===== src/rtl/sfifo_pkg.sv =====
// sfifo_pkg: shared sizing defaults and parameter helpers for the single-clock FIFO
package sfifo_pkg;
    localparam int DSIZE_DEF = 8;
    localparam int ASIZE_DEF = 4;
    function automatic int depth(input int asize);
        return 1 << asize;
    endfunction
    function automatic bit levels_ok(input int asize, input int af, input int ae);
        return af >= 1 && af <= depth(asize) && ae >= 0 && ae < depth(asize);
    endfunction
endpackage


===== src/rtl/sfifo_mem.sv =====
// sfifo_mem: storage array with synchronous write and asynchronous read
module sfifo_mem #(
    parameter int DSIZE = 8,
    parameter int ASIZE = 4
) (
    input  logic             clk,
    input  logic             wclken,
    input  logic [ASIZE-1:0] waddr,
    input  logic [DSIZE-1:0] wdata,
    input  logic [ASIZE-1:0] raddr,
    output logic [DSIZE-1:0] rdata
);
    logic [DSIZE-1:0] mem [2**ASIZE];
    // store a word only when the write was accepted
    always_ff @(posedge clk) begin
        if (wclken) mem[waddr] <= wdata;
    end
    assign rdata = mem[raddr];
endmodule


===== src/rtl/sfifo_lvl.sv =====
// sfifo_lvl: single-clock FIFO with occupancy count, level thresholds, FWFT option and sticky errors
module sfifo_lvl
    import sfifo_pkg::*;
#(
    parameter int DSIZE    = DSIZE_DEF,
    parameter int ASIZE    = ASIZE_DEF,
    parameter int AF_LEVEL = depth(ASIZE_DEF) - 2,
    parameter int AE_LEVEL = 2,
    parameter int FWFT     = 0
) (
    input  logic             clk,
    input  logic             rst_n,
    input  logic [DSIZE-1:0] wdata,
    input  logic             winc,
    output logic             wfull,
    output logic             walmost_full,
    input  logic             rinc,
    output logic [DSIZE-1:0] rdata,
    output logic             rempty,
    output logic             ralmost_empty,
    output logic [ASIZE:0]   count,
    input  logic             clr_err,
    output logic             overflow,
    output logic             underflow
);
    localparam logic [ASIZE:0] ONE  = (ASIZE+1)'(1);
    localparam logic [ASIZE:0] FULL = (ASIZE+1)'(depth(ASIZE));
    localparam logic [ASIZE:0] AF_L = (ASIZE+1)'(AF_LEVEL);
    localparam logic [ASIZE:0] AE_L = (ASIZE+1)'(AE_LEVEL);

    generate
        if (!levels_ok(ASIZE, AF_LEVEL, AE_LEVEL)) begin : g_bad_levels
            $error("sfifo_lvl: AF_LEVEL/AE_LEVEL out of range");
        end
    endgenerate

    logic [ASIZE:0]   wptr, rptr, wptr_n, rptr_n, count_next;
    logic             wr_acc, rd_acc;
    logic [DSIZE-1:0] mem_rd, rdata_q;

    sfifo_mem #(.DSIZE(DSIZE), .ASIZE(ASIZE)) u_mem (
        .clk   (clk),
        .wclken(wr_acc),
        .waddr (wptr[ASIZE-1:0]),
        .wdata (wdata),
        .raddr (rptr[ASIZE-1:0]),
        .rdata (mem_rd)
    );

    // accept/reject requests and derive next pointers; occupancy is the pointer distance
    always_comb begin
        wr_acc     = winc && !wfull;
        rd_acc     = rinc && !rempty;
        wptr_n     = wr_acc ? wptr + ONE : wptr;
        rptr_n     = rd_acc ? rptr + ONE : rptr;
        count_next = wptr_n - rptr_n;
    end

    // pointers, count, registered read data and sticky error flags
    always_ff @(posedge clk) begin
        if (!rst_n) begin
            wptr      <= '0;
            rptr      <= '0;
            count     <= '0;
            rdata_q   <= '0;
            overflow  <= 1'b0;
            underflow <= 1'b0;
        end else begin
            wptr      <= wptr_n;
            rptr      <= rptr_n;
            count     <= count_next;
            if (rd_acc) rdata_q <= mem_rd;
            overflow  <= (winc && wfull) || (overflow && !clr_err);
            underflow <= (rinc && rempty) || (underflow && !clr_err);
        end
    end

    // status flags registered from the next occupancy so they track count exactly
    always_ff @(posedge clk) begin
        if (!rst_n) begin
            wfull         <= 1'b0;
            rempty        <= 1'b1;
            walmost_full  <= 1'b0;
            ralmost_empty <= 1'b1;
        end else begin
            wfull         <= count_next == FULL;
            rempty        <= count_next == '0;
            walmost_full  <= count_next >= AF_L;
            ralmost_empty <= count_next <= AE_L;
        end
    end

    assign rdata = (FWFT != 0) ? mem_rd : rdata_q;
endmodule

===== config.mk =====
export PLATFORM = sky130hd
export DESIGN_NAME = sfifo_lvl
export DESIGN_NICKNAME = d
export VERILOG_FILES = /design/src/rtl/sfifo_pkg.sv /design/src/rtl/sfifo_mem.sv /design/src/rtl/sfifo_lvl.sv
export SDC_FILE = /design/constraint.sdc
export NUM_CORES = 1
export LEC_CHECK = 0
export BUFFER_PORTS_ARGS = -buffer_cell sky130_fd_sc_hd__buf_2
export CAP_MARGIN = 20
export CORE_MARGIN = 2
export CORE_UTILIZATION = 60
export DETAILED_ROUTE_END_ITERATION = 10
export GPL_TIMING_DRIVEN = 0
export PLACE_DENSITY = 0.77
export SYNTH_ARGS = -nofsm -noshare
export SYNTH_HDL_FRONTEND = slang
export SYNTH_SLANG_ARGS = --single-unit

===== constraint.sdc =====
create_clock -name clk -period 3.4 [get_ports clk]
set_input_delay 0.68 -clock clk [delete_from_list [all_inputs] [get_ports clk]]
set_output_delay 0.68 -clock clk [all_outputs]
set_load 0.02 [all_outputs]

==> results of run 1 <==
## state kept, by name (all words and copies together), names as in the netlist
| register | flops |
|---|---|
| u_mem.mem | 128 |
| rdata | 8 |
| count | 5 |
| rptr | 5 |
| wptr | 5 |
| overflow | 1 |
| ralmost_empty | 1 |
| rempty | 1 |
| underflow | 1 |
| walmost_full | 1 |
| wfull | 1 |
## final cells by class
cell class	instances	area [um^2]
diodes	1	2.50
plain buffers	17	81.3
clock buffers	18	418
clock inverters	14	194
fillers	637	2990
inverters	7	26.3
multi-input cells	163	1750
flip-flops and latches	157	4420
well taps	136	170
repair buffers	33	168
## synthesized netlist by cell type (all sizes together)
| library cell | number | area (um^2) |
|---|---|---|
| and2 | 5 | 31.3 |
| a22oi | 2 | 15.0 |
| nor3 | 7 | 46.3 |
| and4bb | 1 | 12.5 |
| and3 | 2 | 12.5 |
| nand2b | 6 | 37.5 |
| nand3b | 1 | 7.51 |
| clkbuf | 9 | 33.8 |
| ha | 8 | 100 |
| o31ai | 2 | 15.0 |
| inv | 7 | 26.3 |
| edfxtp | 128 | 3840 |
| nand2 | 23 | 93.8 |
| buf | 8 | 46.3 |
| or2b | 1 | 7.51 |
| a21oi | 10 | 50.1 |
| mux2i | 2 | 20.0 |
| nor2 | 25 | 93.8 |
| nand4 | 3 | 18.8 |
| nand3 | 1 | 5.00 |
| o21a | 1 | 7.51 |
| xnor2 | 11 | 123 |
| nor4b | 1 | 15.0 |
| xor2 | 5 | 62.6 |
| maj3 | 3 | 32.5 |
| mux4 | 40 | 901 |
| dfxtp | 29 | 581 |
| nor2b | 3 | 26.3 |
## worst reg2reg max path, stage by stage (launching register included)
cell and delay, ns:
sky130_fd_sc_hd__dfxtp_1 0.34, sky130_fd_sc_hd__clkbuf_1 0.33, sky130_fd_sc_hd__buf_2 0.41, sky130_fd_sc_hd__xnor2_1 0.19
sky130_fd_sc_hd__ha_1 0.18, sky130_fd_sc_hd__inv_1 0.06, sky130_fd_sc_hd__ha_1 0.19, sky130_fd_sc_hd__nor2_1 0.32
sky130_fd_sc_hd__maj3_2 0.29, sky130_fd_sc_hd__maj3_2 0.24, sky130_fd_sc_hd__xnor2_4 0.15, sky130_fd_sc_hd__nor4b_2 0.28
## final timing paths
path / from / endpoint / slack, ns / cells past startpoint
setup / recovery: rptr[0] / wfull / 0.32 / 11
hold / removal: rst_n / rempty / 0.40 / 2
setup reg to reg: rptr[0] / wfull / 0.32 / 11
hold reg to reg: rdata[1] / rdata[1] / 0.45 / 2
## kinds of logic after synthesis
logic type,Yosys count,share of synthesized area (%)
xor+xnor,16,2.96
mux,42,14.7
simple gates,79,6.51
flops,157,70.6
buf+inv,24,1.70
compound gates,15,1.40
fa+ha+maj,11,2.12
## stage by stage
| step | cells | area, um^2 |
|---|---|---|
| finish | 546 | 7240 |
| global route | 545 | 7240 |
| CTS | 545 | 7230 |
| detailed placement | 513 | 6620 |
| global placement | 511 | 6590 |
| floorplan | 344 | 6260 |
## routing by layer
| layer | routed length, um | global-route usage (%) | vias to the layer above |
|---|---|---|---|
| li1 | - | - | 1436 |
| met1 | 5020 | 31.4 | 1624 |
| met2 | 6080 | 38.4 | 128 |
| met3 | 805 | 6.44 | 27 |
| met4 | 291 | 10.4 | 0 |
| met5 | 0 | 0 | - |
## repair_timing
action                                  4_1_cts  5_1_grt
endpoints found under the setup margin        0        1
resized for setup                             0        2
setup buffers                                 0        0
## power by group
part           leakage (uW)  total, uW  switching, uW  internal (uW)
logic              0.000783        844            468            376
registers           0.00139       2210           34.5           2170
clock network      0.000287       1930            741           1190
total               0.00246       4990           1240           3740
==> reports/qor.tcl, run 1 <==
set qor(outcome) {finished clean}
set qor(hold_path_class) {primary input to flip-flop}
set qor(yosysUniqueCellTypes) 36
set qor(leakage_power_figure_uw) 0.00246
set qor(mappedNetlistNets) 365
set qor(synthesis.area_um2) 6260
set qor(final.setup.tns_ns) 0
set qor(slew_headroom_pct) 33.0
set qor(cts.reportedPaths.clkPinSlew_ns) 0.07
set qor(synth_area_per_cell_um2) 18.2
set qor(hold_violations) 0
set qor(achievable-frequency_mhz) 325
set qor(overflow) 0
set qor(synth.yosys.seq_area_share_pct) 70.6
set qor(power_density_nw_per_um2) 689
set qor(tritoncts_clock_tree) {yes}
set qor(core_um2) 10200
set qor(total_power_uw) 4990
set qor(highest_count_cells_in_the_layout_ignoring_fill_and_taps) {sky130_fd_sc_hd__edfxtp_1 (128), sky130_fd_sc_hd__mux4_2 (40), sky130_fd_sc_hd__buf_2 (39)}
set qor(die_width_um) 106
set qor(critPathMaxFanout) 10
set qor(cts.htree.levels) 4
set qor(max-vdd-ir-drop_uv) 424
set qor(synth_seq_cells) 157
set qor(cp-end-kind) {flip-flop}
set qor(synth_cells) 344
set qor(vias_per_cell) 5.89
set qor(cp.required_ns) 3.82
set qor(dr_total_vias) 3215
set qor(cp_data_arrival_time_ns) 3.50
set qor(cts_root_buffer) {sky130_fd_sc_hd__clkbuf_8}
set qor(aggregate_routed_wire_length_um) 12200
set qor(finalWorstSetupSlack_ns) 0.322
set qor(antenna_found_initial) 1
set qor(crit_chain) {clkbuf_1 -> buf_2 -> xnor2_1 -> ha_1 -> inv_1 -> ha_1 -> nor2_1 -> maj3_2 -> maj3_2 -> xnor2_4 -> nor4b_2}
set qor(portBuffers) 31
set qor(floorplan.rows) 37
set qor(number_of_global_route_vias_before_repair) 3300
set qor(finalSetupViolCount) 0
set qor(worstSetupStartpointType) {flip-flop}
set qor(criticalPathCategory) {flip-flop to flip-flop}
set qor(clock_latency_ns) 0.53
set qor(final.hold.worst_slack_ns) 0.403
set qor(io_pins) 32
set qor(max_cap_viol_count) 0
set qor(slowest_stage) {sky130_fd_sc_hd__buf_2}
set qor(rsz0062_at_grt) {false}
set qor(cts.path.max_buffers) 2
set qor(layout_worst_path_cycle_share_pct) 90.5
set qor(drc) 0
set qor(chipHeight_um) 106
set qor(drv_slew) 0
set qor(post_route_cells_drive_above_1_share_pct) 30.6
set qor(ctsHoldBuffers) 0
set qor(detailedRoute.firstIterationViolations) 312
set qor(area_growth_syn_to_layout_pct) 15.5
set qor(ys_warn_count) 0
set qor(nets) 417
set qor(pin_count_of_the_biggest_net_entering_global_routing) 17
set qor(dp.final_hpwl_um) 7930
set qor(routedWlPerCell_um) 22.3
set qor(post-place-ws_ns) 0.0194
set qor(tritoncts_num_sinks) 157
set qor(critical_path_buf_inv_count) 3
set qor(gp_congestion) 0.851
set qor(grt_first_pass_wirelength_um) 18900
set qor(crit_path_max_incr_delay_ns) 0.41
set qor(floorplan.initialDensity_pct) 61.2
set qor(final.setup_skew_ns) 0.00699
set qor(drt_pre_antenna_iters) 4
set qor(dieArea_um2) 11300
set qor(mostFrequentLayoutCell) {sky130_fd_sc_hd__edfxtp_1}
set qor(clock_buffers_created_by_tritoncts) 17
set qor(worst_slew_pin_slew_ns) 1.00
set qor(total_track_usage_pct) 24.0
set qor(layout.core_utilization_pct) 70.7
set qor(finalWorstPathRequiredPeriod_ns) 3.08
set qor(cp_top_family) {adder cells}
set qor(antenna_left) 0
Power figures use the tool's default switching activity.
==> run 2, diff against run 1 <==
--- a/config.mk
+++ b/config.mk
@@ -8,10 +8,11 @@
 export BUFFER_PORTS_ARGS = -buffer_cell sky130_fd_sc_hd__buf_2
 export CAP_MARGIN = 20
 export CORE_MARGIN = 2
-export CORE_UTILIZATION = 60
+export CORE_UTILIZATION = 45
 export DETAILED_ROUTE_END_ITERATION = 10
 export GPL_TIMING_DRIVEN = 0
-export PLACE_DENSITY = 0.77
+export PLACE_DENSITY = 0.61
+export SLEW_MARGIN = 20
 export SYNTH_ARGS = -nofsm -noshare
 export SYNTH_HDL_FRONTEND = slang
 export SYNTH_SLANG_ARGS = --single-unit
==> run 2 against run 1 <==
  * Fmax is 4.6% higher
  * Clock-buffer cell count is 2 higher
  * Worst hold slack better by 0.048 ns
  * Via count is 3.3% lower
  * Die area is 32% higher
  * Cell area is 0.71% higher
  * Sequential cell count stayed put
  * Sequential share of layout area is 0.43 points lower
  * Clock power is 7% lower
  * Total power is 3.2% lower
  * Largest power group unchanged
  * Highest routed layer unchanged
==> reports/qor.tcl, run 2 (same netlist as run 1, synthesis figures left out) <==
set qor(drv_slew) 0 ;# unchanged
set qor(finalSetupViolCount) 0 ;# unchanged
set qor(tritoncts_num_sinks) 157 ;# unchanged
set qor(dr_total_vias) 3110 ;# -3.3%
set qor(crit_path_max_incr_delay_ns) 0.36 ;# -0.05 ns
set qor(antennaDiodeCount) 0 ;# -1
set qor(power_frac_seq_pct) 45.7 ;# +1.4 points
set qor(gp_congestion) 0.769 ;# -9.7%
set qor(cts.reportedPaths.clkPinSlew_ns) 0.07 ;# about the same
set qor(cts_root_buffer) {sky130_fd_sc_hd__clkbuf_16}
set qor(cp.required_ns) 3.73 ;# -0.09 ns
set qor(grt_first_pass_wirelength_um) 18400 ;# -2.7%
set qor(floorplan.rows) 43 ;# +16%
set qor(io_pins) 32 ;# unchanged
set qor(power_density_nw_per_um2) 663 ;# -3.8%
set qor(vias_per_cell) 5.24 ;# -11%
set qor(number_of_global_route_vias_before_repair) 3077 ;# -6.8%
set qor(placed_cell_area_um2) 6720 ;# +1.5%
set qor(switchingPower_uw) 1230 ;# -0.82%
set qor(overflow) 0 ;# unchanged
set qor(chipHeight_um) 122 ;# +15%
set qor(leakage_power_figure_uw) 0.00250 ;# +1.4%
set qor(power.combinational.fraction_pct) 17.3 ;# +0.4 points
set qor(multi_input_comb_area_um2) 1760 ;# +0.57%
set qor(cp_data_arrival_time_ns) 3.27 ;# -0.23 ns
set qor(fillCellCount) 1104 ;# +73%
set qor(achievable-frequency_mhz) 340 ;# +4.6%
set qor(cts.htree.levels) 4 ;# unchanged
set qor(cp-end-kind) {flip-flop}
set qor(floorplan.initialDensity_pct) 45.7 ;# -16 points
set qor(max-vdd-ir-drop_uv) 373 ;# -12%
set qor(critPathMaxFanout) 10 ;# unchanged
set qor(die_width_um) 122 ;# +15%
set qor(clock_latency_ns) 0.42 ;# -0.11 ns
set qor(detailedRoute.firstIterationViolations) 210 ;# -33%
set qor(antenna_found_initial) 0 ;# -1
set qor(drt_pre_antenna_iters) 5 ;# +1
set qor(critical_path_buf_inv_count) 2 ;# -1
set qor(cp_common_cell) {sky130_fd_sc_hd__maj3_2}
set qor(final.hold.worst_slack_ns) 0.451 ;# +0.0479 ns
set qor(criticalPathCategory) {flip-flop to flip-flop}
set qor(crit_chain) {clkbuf_1 -> clkbuf_2 -> mux2i_1 -> xnor2_1 -> ha_1 -> nor2_1 -> maj3_2 -> maj3_2 -> xnor2_4 -> nor4b_2}
set qor(cp_top_family) {buffers and inverters}
set qor(routedWlPerCell_um) 20.2 ;# -9.6%
set qor(hold_violations) 0 ;# unchanged
set qor(largest_reg_flops) 128 ;# unchanged
set qor(total_power_uw) 4830 ;# -3.2%
set qor(post_route_cells_drive_above_1_share_pct) 32.7 ;# +2.1 points
set qor(dp.final_hpwl_um) 8300 ;# +4.6%
set qor(nets) 421 ;# +0.96%
set qor(slew_headroom_pct) 30.1 ;# -2.9 points
set qor(post-place-ws_ns) 0.0547 ;# +0.0353 ns
set qor(aggregate_routed_wire_length_um) 12000 ;# -1.9%
set qor(mostFrequentLayoutCell) {sky130_fd_sc_hd__edfxtp_1}
set qor(highest_count_cells_in_the_layout_ignoring_fill_and_taps) {sky130_fd_sc_hd__edfxtp_1 (128), sky130_fd_sc_hd__mux4_2 (40), sky130_fd_sc_hd__buf_2 (38)}
set qor(cts.repair_timing.setup_buffer_count) 0 ;# unchanged
set qor(antenna_left) 0 ;# unchanged
set qor(dieArea_um2) 14900 ;# +32%
set qor(power.clock.fraction_pct) 37.0 ;# -1.8 points
set qor(max_cap_viol_count) 0 ;# unchanged
set qor(drc) 0 ;# unchanged
set qor(portBuffers) 31 ;# unchanged
set qor(stdcell_area_um2) 7290 ;# +0.71%
set qor(pin_count_of_the_biggest_net_entering_global_routing) 17 ;# unchanged
set qor(area_growth_syn_to_layout_pct) 16.4
set qor(core_um2) 13700 ;# +34%
set qor(finalWorstSetupSlack_ns) 0.458 ;# +0.136 ns
set qor(slowest_stage) {sky130_fd_sc_hd__clkbuf_1}
set qor(rsz0062_at_grt) {false}
set qor(hold_path_class) {flip-flop to flip-flop}
set qor(worst_slew_pin_slew_ns) 1.04 ;# +0.0432 ns
set qor(power_switching_share_pct) 25.5 ;# +0.60 points
set qor(sequential_cell_area_um2) 4420 ;# unchanged
set qor(worstSetupStartpointType) {flip-flop}
set qor(total_track_usage_pct) 17.7 ;# -6.3 points
set qor(tritoncts_clock_tree) {yes}
set qor(clock_buffers_created_by_tritoncts) 17 ;# unchanged
set qor(layout_worst_path_cycle_share_pct) 86.5 ;# -4.0 points
set qor(final.setup.tns_ns) 0 ;# unchanged
set qor(finalWorstPathRequiredPeriod_ns) 2.94 ;# -0.136 ns
set qor(outcome) {finished clean}
set qor(largest-register) {u_mem.mem}
set qor(internal_portion_of_total_power_uw) 3600 ;# -3.9%
set qor(final.setup_skew_ns) 0.00830 ;# +0.00131 ns
set qor(cts.path.max_buffers) 2 ;# unchanged
run 2: changes by cell type in the layout (fill, tap and decap cells not counted), sizes merged:
cell / before / now
buf: 41 / 45
bufinv: 4 / 0
clkbuf: 27 / 29
clkinv: 6 / 5
clkinvlp: 3 / 0
diode: 1 / 0
inv: 8 / 14
run 2: layout make-up:
type / instances / area share (%)
Sequential cell: 157 / 60.7
Multi-Input combinational cell: 163 / 24.2
Clock buffer: 20 / 6.71
Tap cell: 180 / 3.09
Timing Repair Buffer: 37 / 2.75
Buffer: 17 / 1.13
Clock inverter: 12 / 1.06
Inverter: 7 / 0.360
run 2: final timing paths:
kind | start | endpoint | slack [ns] | depth (start not counted)
setup / recovery | rptr[1] | wfull | 0.46 | 10
hold / removal | rdata[2] | rdata[2] | 0.45 | 2
setup reg to reg | rptr[1] | wfull | 0.46 | 10
hold reg to reg | rdata[2] | rdata[2] | 0.45 | 2
run 2: per-layer routing:
metal / global-route usage, % / vias to the layer above / wire length (um)
li1: - / 1447 / -
met1: 24.0 / 1564 / 5090
met2: 28.2 / 91 / 5980
met3: 4.49 / 8 / 776
met4: 5.60 / 0 / 121
met5: 0 / - / 0
run 2: worst min-delay path, stage by stage, from the launching register on:
cell and delay (ns):
sky130_fd_sc_hd__dfxtp_1 0.30, sky130_fd_sc_hd__nand2_1 0.05, sky130_fd_sc_hd__a21oi_1 0.05
run 2: what timing repair did:
| item | 4_1_cts | 5_1_grt |
|---|---|---|
| hold buffers | 0 | 0 |
| setup endpoints to repair | 0 | 3 |
| gates resized for setup | 0 | 4 |
run 2: power by group through the flow:
stage               Clock, uW  Combinational, uW  Sequential [uW]
finish                   1790                833             2210
global route             1890                915             2220
CTS                      1810                844             2210
detailed placement          0                842             2250
global placement            0                825             2250
floorplan                   0                538             2320
run 2: stage by stage:
stage	std cells	util, %
after global placement	555	48.4
after floorplan	344	-
after detailed placement	561	49.0
after global routing	593	53.1
after CTS	593	53.1
final	593	53.1
